===== src/rtl/digdug_cpu_irq_ctrl.sv =====
// Purpose : sequences the three Z80 cores. Holds the CPU control latches (IE0, IE1,
//           NMI2_DIS, SUBRUN), times the power-on reset release, the vblank IRQs and the
//           sub-CPU NMI pulses, and registers the I/O chip NMI for the main CPU.
// Ports   : mclk_i/reset_i clock and synchronous active-high reset;
//           wr_en_i/wr_ad_i/wr_d0_i control latch write strobe, index and data bit;
//           line_stb_i/vpos_i video line strobe and line number;
//           ioc_nmi_i NMI request from the I/O chip;
//           rsts_o/irqs_o/nmis_o per-CPU reset, IRQ and NMI ([0]=main [1]=sub [2]=sound).
// Option  : define WATCHDOG_EN to add the vblank watchdog (kick = write to index 4).
module digdug_cpu_irq_ctrl #(
  parameter int unsigned VBL_LINE   = 224,
  parameter int unsigned NMI_LINE_A = 64,
  parameter int unsigned NMI_LINE_B = 192,
  parameter int unsigned NMI_W      = 64,
  parameter int unsigned RST_HOLD   = 256
`ifdef WATCHDOG_EN
  ,
  parameter int unsigned WDOG_FRAMES = 8
`endif
) (
  input  logic       mclk_i,
  input  logic       reset_i,
  input  logic       wr_en_i,
  input  logic [2:0] wr_ad_i,
  input  logic       wr_d0_i,
  input  logic       line_stb_i,
  input  logic [8:0] vpos_i,
  input  logic       ioc_nmi_i,
  output logic [2:0] rsts_o,
  output logic [2:0] irqs_o,
  output logic [2:0] nmis_o
);

  localparam logic [8:0]  VBL_V   = 9'(VBL_LINE);
  localparam logic [8:0]  NMIA_V  = 9'(NMI_LINE_A);
  localparam logic [8:0]  NMIB_V  = 9'(NMI_LINE_B);
  localparam logic [7:0]  NMIW_V  = 8'(NMI_W);
  localparam logic [15:0] HOLD_V  = 16'(RST_HOLD);

  logic [15:0] hold_q, hold_d;
  logic        ie0_q, ie0_d;
  logic        ie1_q, ie1_d;
  logic        nmi2_dis_q, nmi2_dis_d;
  logic        subrun_q, subrun_d;
  logic        pend0_q, pend0_d;
  logic        pend1_q, pend1_d;
  logic [7:0]  nmi2_cnt_q, nmi2_cnt_d;
  logic        nmi0_q;

  logic vbl_stb, nmi_stb;
  logic wr0, wr1, wr2, wr3;
  logic hold_nz, nmi2_nz;

  assign vbl_stb = line_stb_i && (vpos_i == VBL_V);
  assign nmi_stb = line_stb_i && ((vpos_i == NMIA_V) || (vpos_i == NMIB_V));
  assign wr0     = wr_en_i && (wr_ad_i == 3'd0);
  assign wr1     = wr_en_i && (wr_ad_i == 3'd1);
  assign wr2     = wr_en_i && (wr_ad_i == 3'd2);
  assign wr3     = wr_en_i && (wr_ad_i == 3'd3);
  assign hold_nz = (hold_q != 16'd0);
  assign nmi2_nz = (nmi2_cnt_q != 8'd0);

`ifdef WATCHDOG_EN
  localparam logic [3:0] WDOG_V = 4'(WDOG_FRAMES);
  logic [3:0] wdog_q, wdog_d;
  logic       wdog_fire;
  logic       wr4;
  assign wr4 = wr_en_i && (wr_ad_i == 3'd4);
`endif

  always_comb begin
    hold_d     = hold_nz ? hold_q - 16'd1 : hold_q;
    ie0_d      = wr0 ? wr_d0_i : ie0_q;
    ie1_d      = wr1 ? wr_d0_i : ie1_q;
    nmi2_dis_d = wr2 ? wr_d0_i : nmi2_dis_q;
    subrun_d   = wr3 ? wr_d0_i : subrun_q;

    // Writing IEn=0 is the acknowledge; it beats a same-cycle vblank set.
    pend0_d = pend0_q;
    if (wr0 && !wr_d0_i)           pend0_d = 1'b0;
    else if (vbl_stb && ie0_q)     pend0_d = 1'b1;

    pend1_d = pend1_q;
    if (!subrun_q || (wr1 && !wr_d0_i)) pend1_d = 1'b0;
    else if (vbl_stb && ie1_q)          pend1_d = 1'b1;

    // A retrigger reloads the counter, so overlapping pulses merge without a gap.
    nmi2_cnt_d = nmi2_cnt_q;
    if (!subrun_q)                      nmi2_cnt_d = 8'd0;
    else if (nmi_stb && !nmi2_dis_q)    nmi2_cnt_d = NMIW_V;
    else if (nmi2_nz)                   nmi2_cnt_d = nmi2_cnt_q - 8'd1;

`ifdef WATCHDOG_EN
    wdog_d    = wdog_q;
    wdog_fire = 1'b0;
    if (wr4) begin
      wdog_d = 4'd0;
    end else if (vbl_stb) begin
      if ((wdog_q + 4'd1) == WDOG_V) begin
        wdog_d    = 4'd0;
        wdog_fire = 1'b1;
      end else begin
        wdog_d = wdog_q + 4'd1;
      end
    end
    // Self-reset: latches back to power-on values and the reset hold replays.
    if (wdog_fire) begin
      ie0_d      = 1'b0;
      ie1_d      = 1'b0;
      nmi2_dis_d = 1'b1;
      subrun_d   = 1'b0;
      hold_d     = HOLD_V;
    end
`endif
  end

  always_ff @(posedge mclk_i) begin
    if (reset_i) begin
      hold_q     <= HOLD_V;
      ie0_q      <= 1'b0;
      ie1_q      <= 1'b0;
      nmi2_dis_q <= 1'b1;
      subrun_q   <= 1'b0;
      pend0_q    <= 1'b0;
      pend1_q    <= 1'b0;
      nmi2_cnt_q <= 8'd0;
      nmi0_q     <= 1'b0;
`ifdef WATCHDOG_EN
      wdog_q     <= 4'd0;
`endif
    end else begin
      hold_q     <= hold_d;
      ie0_q      <= ie0_d;
      ie1_q      <= ie1_d;
      nmi2_dis_q <= nmi2_dis_d;
      subrun_q   <= subrun_d;
      pend0_q    <= pend0_d;
      pend1_q    <= pend1_d;
      nmi2_cnt_q <= nmi2_cnt_d;
      nmi0_q     <= ioc_nmi_i;
`ifdef WATCHDOG_EN
      wdog_q     <= wdog_d;
`endif
    end
  end

  // SUBRUN gates the sub/sound outputs directly so that stopping the sub CPUs
  // silences IRQ1 and NMI2 in the same cycle the reset lines rise.
  assign rsts_o = {{2{~subrun_q | hold_nz}}, hold_nz};
  assign irqs_o = {1'b0, pend1_q & subrun_q, pend0_q};
  assign nmis_o = {nmi2_nz & subrun_q, 1'b0, nmi0_q};

endmodule


===== config.mk =====
export PLATFORM = sky130hd
export DESIGN_NAME = digdug_cpu_irq_ctrl
export DESIGN_NICKNAME = d
export VERILOG_FILES = /design/src/rtl/digdug_cpu_irq_ctrl.sv
export SDC_FILE = /design/constraint.sdc
export NUM_CORES = 1
export LEC_CHECK = 0
export CAP_MARGIN = 20
export CORE_UTILIZATION = 35
export DETAILED_ROUTE_END_ITERATION = 10
export PLACE_DENSITY = 0.64
export SYNTH_ARGS = -nofsm -noshare
export SYNTH_HDL_FRONTEND = slang
export SYNTH_SLANG_ARGS = --single-unit

===== constraint.sdc =====
create_clock -name mclk_i -period 2.8 [get_ports mclk_i]
set_clock_uncertainty 0.15 [all_clocks]
set_input_delay 0.56 -clock mclk_i [delete_from_list [all_inputs] [get_ports mclk_i]]
set_output_delay 0.56 -clock mclk_i [all_outputs]
set_load 0.01 [all_outputs]

Word level (Yosys, flattened, before mapping)
Index checks and enable logic that the tools add are counted.
{"block": "classes", "n_mux": 2, "bitwise_logic": 4, "n_reduce_logical": 24, "eq_ne": 6, "n_addsub": 2}
{"op": "$eq A9 B8 Y1 const B", "count": 2}
{"op": "$reduce_bool A16 Y1", "count": 1}
{"op": "$sub A16 B1 Y16 const B", "count": 1}
{"op": "$mux W7", "count": 2}
{"op": "$logic_and A1 B1 Y1", "count": 11}
{"op": "$eq A9 B7 Y1 const B", "count": 1}
{"op": "$reduce_bool A8 Y1", "count": 1}
{"op": "$sub A8 B1 Y8 const B", "count": 1}
{"op": "$eq A3 B2 Y1 const B", "count": 2}
{"op": "$reduce_or A2 Y1", "count": 3}
{"op": "$eq A3 B1 Y1 const B", "count": 1}
{"op": "$logic_not A1 Y1", "count": 3}
{"op": "$logic_not A3 Y1", "count": 1}
{"op": "$reduce_or A3 Y1", "count": 1}
{"op": "$and A1 B1 Y1", "count": 2}
{"op": "$logic_or A1 B1 Y1", "count": 2}
{"op": "$reduce_bool A2 Y1", "count": 1}
{"op": "$not A1 Y1", "count": 1}
{"op": "$or A1 B1 Y1", "count": 1}
{"block": "word_totals", "input_bits": 18, "wordCells": 48, "ff_bits": 31}

Depth between registers and ports, before layout
{"block": "depth", "word_depth": 5, "mapped_depth": 9}

Least setup slack after synthesis
OpenSTA, ideal clock, no wires.
{"block": "synth_timing", "kind": "register to output", "from": "register hold_q[0]", "to": "output rsts_o[2]", "n_path_buf": 3, "t_arrival_ps": 1767, "path_stages_with_launch": 9, "path_slack_ps": 323, "cell_sequence": "dfxtp_1 inv_1 ha_1 nor4b_2 and4_1 clkbuf_1 buf_2 nand2_1 buf_4"}
{"block": "synth_between", "elab_chain_cells": 2}
{"item": "from (decl)", "line_no": "40", "source": "logic [15:0] hold_q, hold_d;"}
{"item": "from (signal assigned)", "line_no": "132", "source": "hold_q <= hold_d;"}
{"item": "$reduce_bool A16 Y1", "line_no": "60", "source": "assign hold_nz = (hold_q != 16'd0);"}
{"item": "$or A1 B1 Y1", "line_no": "149", "source": "assign rsts_o = {{2{~subrun_q | hold_nz}}, hold_nz};"}
{"item": "to (decl)", "line_no": "29", "source": "output logic [2:0] rsts_o,"}
No other way between the ends.

Worst setup path in the final report
Same ends and word-level chain as after synthesis.

==> results.txt <==
Core Util, Final - 47.0%
Critical R2R Launch - hold_q[8]
Post-synth EDFFs - 0
Max Transition Viols Final - 0
HPWL after DPL - 2.19 mm
Startpoint types - flip-flop
Clock net sink count - 31
Post-CTS Setup Inserts - 0
CTS Buffer Depth - 2
Ys flop type - dfxtp_1
CTS tree - done
Unrepaired setup endpoints after global routing - no
Diodes inserted - 0
Fin nets - 227
Worst setup startpoint - hold_q[0]
Largest net degree at the start of global routing - 23
FF+latch count, synth - 31
Min Tclk post-route - 2690 ps
Share of cells above drive strength 1 - 10.7%
Placer Congestion - 0.749
Starting Density - 37.4%
Clock Latency Late Sink - 280 ps
Chip width - 68.0 um
Synthesis Warnings - 0
IO Pins - 27
Power Dens Cells - 650 nW/um^2
Initial antenna violation count - 0
Post-route cell area - 1920 um^2
Vias - 1,314
Wire per inst - 11.4 um
Rows - 23
Hold Crit Class - flip-flop to flip-flop
FF-to-FF setup slack - 630 ps
Slowest cell on crit path - clkdlybuf4s50_1
Placed cell areas - 1830 um^2
Vias in the first global route - 1,072
Placed Instances - 250
CP Data Arrival Time - 1980 ps
Post-synth top area share - 40.7%
Fmax - 372 MHz
Post-Syn Area - 1530 um^2
Mapped Cells - 178
TritonCTS Buffers - 5
Hold buffers post-CTS - 0
Final Cycle Share - 96.1%
CP Buf/Inv Count - 2
RR Endpoint - hold_q[15]
Area growth, synth to finish - 25.7%
Routed WL - 2.91 mm
Fin Setup TNS - 0 ps
Worst setup EP type - primary output
CP max stage delay - 490 ps
Status - finished clean
Post-synth top area cell - dfxtp_1
Setup Viol. Count Final - 0
Gr ovfl total - 0
Kind of critical path - flip-flop to primary output
WP data required - 2090 ps
Leak Pwr - 0.746 nW
VDD IR-drop max - 0.219 mV
DRT Pass-1 Iters - 4
Filler cells - 413
Die ar. - 4630 um^2
CP top delay family - simple AND/OR/NAND/NOR gates
Clock Root Buffer - clkbuf_8
Final Power - 1.25 mW
Gr usage total - 14.0%
Routed Antenna Nets - 0
Post-synthesis sequential area ratio - 40.7%
Area occupied by multi-input gates - 842 um^2
Critical Path Sink - rsts_o[2]
DRC - 0
Worst-path clk slew - 60 ps
Register area - 621 um^2
Number of vias per cell - 5.13
CP max FO - 4
Core footprint - 4090 um^2
CP Depth - 6
First-pass GRT wire length - 4.74 mm
Worst reg2reg path depth - 4
Mean Syn Cell Area - 8.58 um^2
Synth area leaders - dfxtp_1 41%, nor2_1 5.7%, a21oi_1 4.9%
Hold Vio Cnt, Final - 0
Critical-path cell list - inv_1 -> ha_2 -> nor4b_4 -> and4_4 -> nand2_1 -> clkdlybuf4s50_1
H-tree levels - 2
Ys async rst share - 0%
Iter 0 DRT Violations - 44
Synth cell types - 42
Port Buffers - 24
Post-Layout Cell Count - 256
Die Y - 68.0 um
Total of max-cap violations - 0
[per-stage QoR]
stage               hold WS [ps]  setup WS, ps
floorplan                    291           323
global placement             305           226
detailed placement           312           209
CTS                          326          9.05
global route                 350          5.07
finish                       320           109
[layer usage]
layer	routed length, um	vias to the layer above	GRT usage [%]
met3	114	4	4.17
met5	0	-	0
met4	65	0	9.38
met1	1490	603	18.3
li1	-	683	-
met2	1240	24	19.5
[placed cells by master (no fill, tap or decap), types with 2 or more instances in the layout]
| cell | Yosys | routed |
|---|---|---|
| buf_4 | 6 | 8 |
| nand3_1 | 3 | 3 |
| or3_1 | 4 | 4 |
| nand3b_1 | 3 | 3 |
| nor3_1 | 5 | 5 |
| or4_1 | 5 | 5 |
| nand2_1 | 8 | 8 |
| dfxtp_1 | 31 | 31 |
| clkbuf_8 | 0 | 5 |
| nand2b_1 | 6 | 6 |
| nor4_1 | 6 | 5 |
| nor2b_1 | 9 | 9 |
| xor2_1 | 3 | 3 |
| conb_1 | 1 | 2 |
| a211oi_1 | 3 | 3 |
| mux2i_1 | 4 | 4 |
| nor2_1 | 23 | 23 |
| inv_1 | 6 | 6 |
| o21ai_0 | 2 | 2 |
| o31ai_1 | 3 | 3 |
| a21oi_1 | 15 | 15 |
| clkdlybuf4s50_1 | 0 | 23 |
| and2_1 | 2 | 2 |
| o41ai_1 | 2 | 2 |
| xnor2_1 | 4 | 4 |
[kinds of logic after synthesis]
| family | synth area share (%) |
|---|---|
| multiplexers | 3.36 |
| flip-flops | 40.7 |
| AND/OR/NAND/NOR | 32.0 |
| XOR/XNOR | 4.02 |
| other | 0.246 |
| AO/OA/AOI/OAI | 12.4 |
| adder cells (fa/ha/maj) | 1.64 |
| buffers and inverters | 5.74 |
[state kept, by name, summed over array words and instances (netlist names)]
register / count
ie0_q: 1
nmi2_cnt_q: 8
nmi2_dis_q: 1
pend0_q: 1
subrun_q: 1
nmi0_q: 1
hold_q: 16
ie1_q: 1
pend1_q: 1
[final cells by class]
| class | count | area share, % |
|---|---|---|
| timing repair buffer | 32 | 15.6 |
| inverter | 6 | 1.17 |
| multi-input combinational | 131 | 43.9 |
| clock buffer | 6 | 3.78 |
| tap | 50 | 3.26 |
| sequential | 31 | 32.3 |
[cell usage after synthesis, drive strengths merged, types with 2 or more instances]
| master | number |
|---|---|
| dfxtp | 31 |
| nor2 | 23 |
| a21oi | 15 |
| nor2b | 9 |
| nand2 | 8 |
| buf | 7 |
| or4 | 7 |
| inv | 6 |
| nand2b | 6 |
| nor4 | 6 |
| nor3 | 5 |
| or3 | 5 |
| clkbuf | 4 |
| mux2i | 4 |
| xnor2 | 4 |
| a211oi | 3 |
| nand3 | 3 |
| nand3b | 3 |
| o31ai | 3 |
| xor2 | 3 |
| and2 | 2 |
| and4 | 2 |
| ha | 2 |
| o21ai | 2 |
| o41ai | 2 |
[report_power, final]
part / leakage (nW) / internal [mW] / switching [mW] / total [mW]
logic: 0.456 / 0.194 / 0.166 / 0.361
clock network: 0.0371 / 0.165 / 0.153 / 0.318
registers: 0.252 / 0.496 / 0.0718 / 0.568
[worst min path at each step]
| stage | from | endpoint | slack [ps] | cells after the start |
|---|---|---|---|---|
| after floorplan | ie0_q | ie0_q | 290 | 1 |
| after CTS | ie0_q | ie0_q | 330 | 1 |
| after global routing | ie0_q | ie0_q | 350 | 1 |
| after global placement | ie0_q | ie0_q | 300 | 1 |
| after detailed placement | ie0_q | ie0_q | 310 | 1 |
| final | ie0_q | ie0_q | 320 | 1 |
[timing repair]
item | in CTS | in global routing
pin swaps | 0 | 0
setup endpoints to repair | 1 | 3
resized for setup | 1 | 5
(Power assumes the default switching activity.)
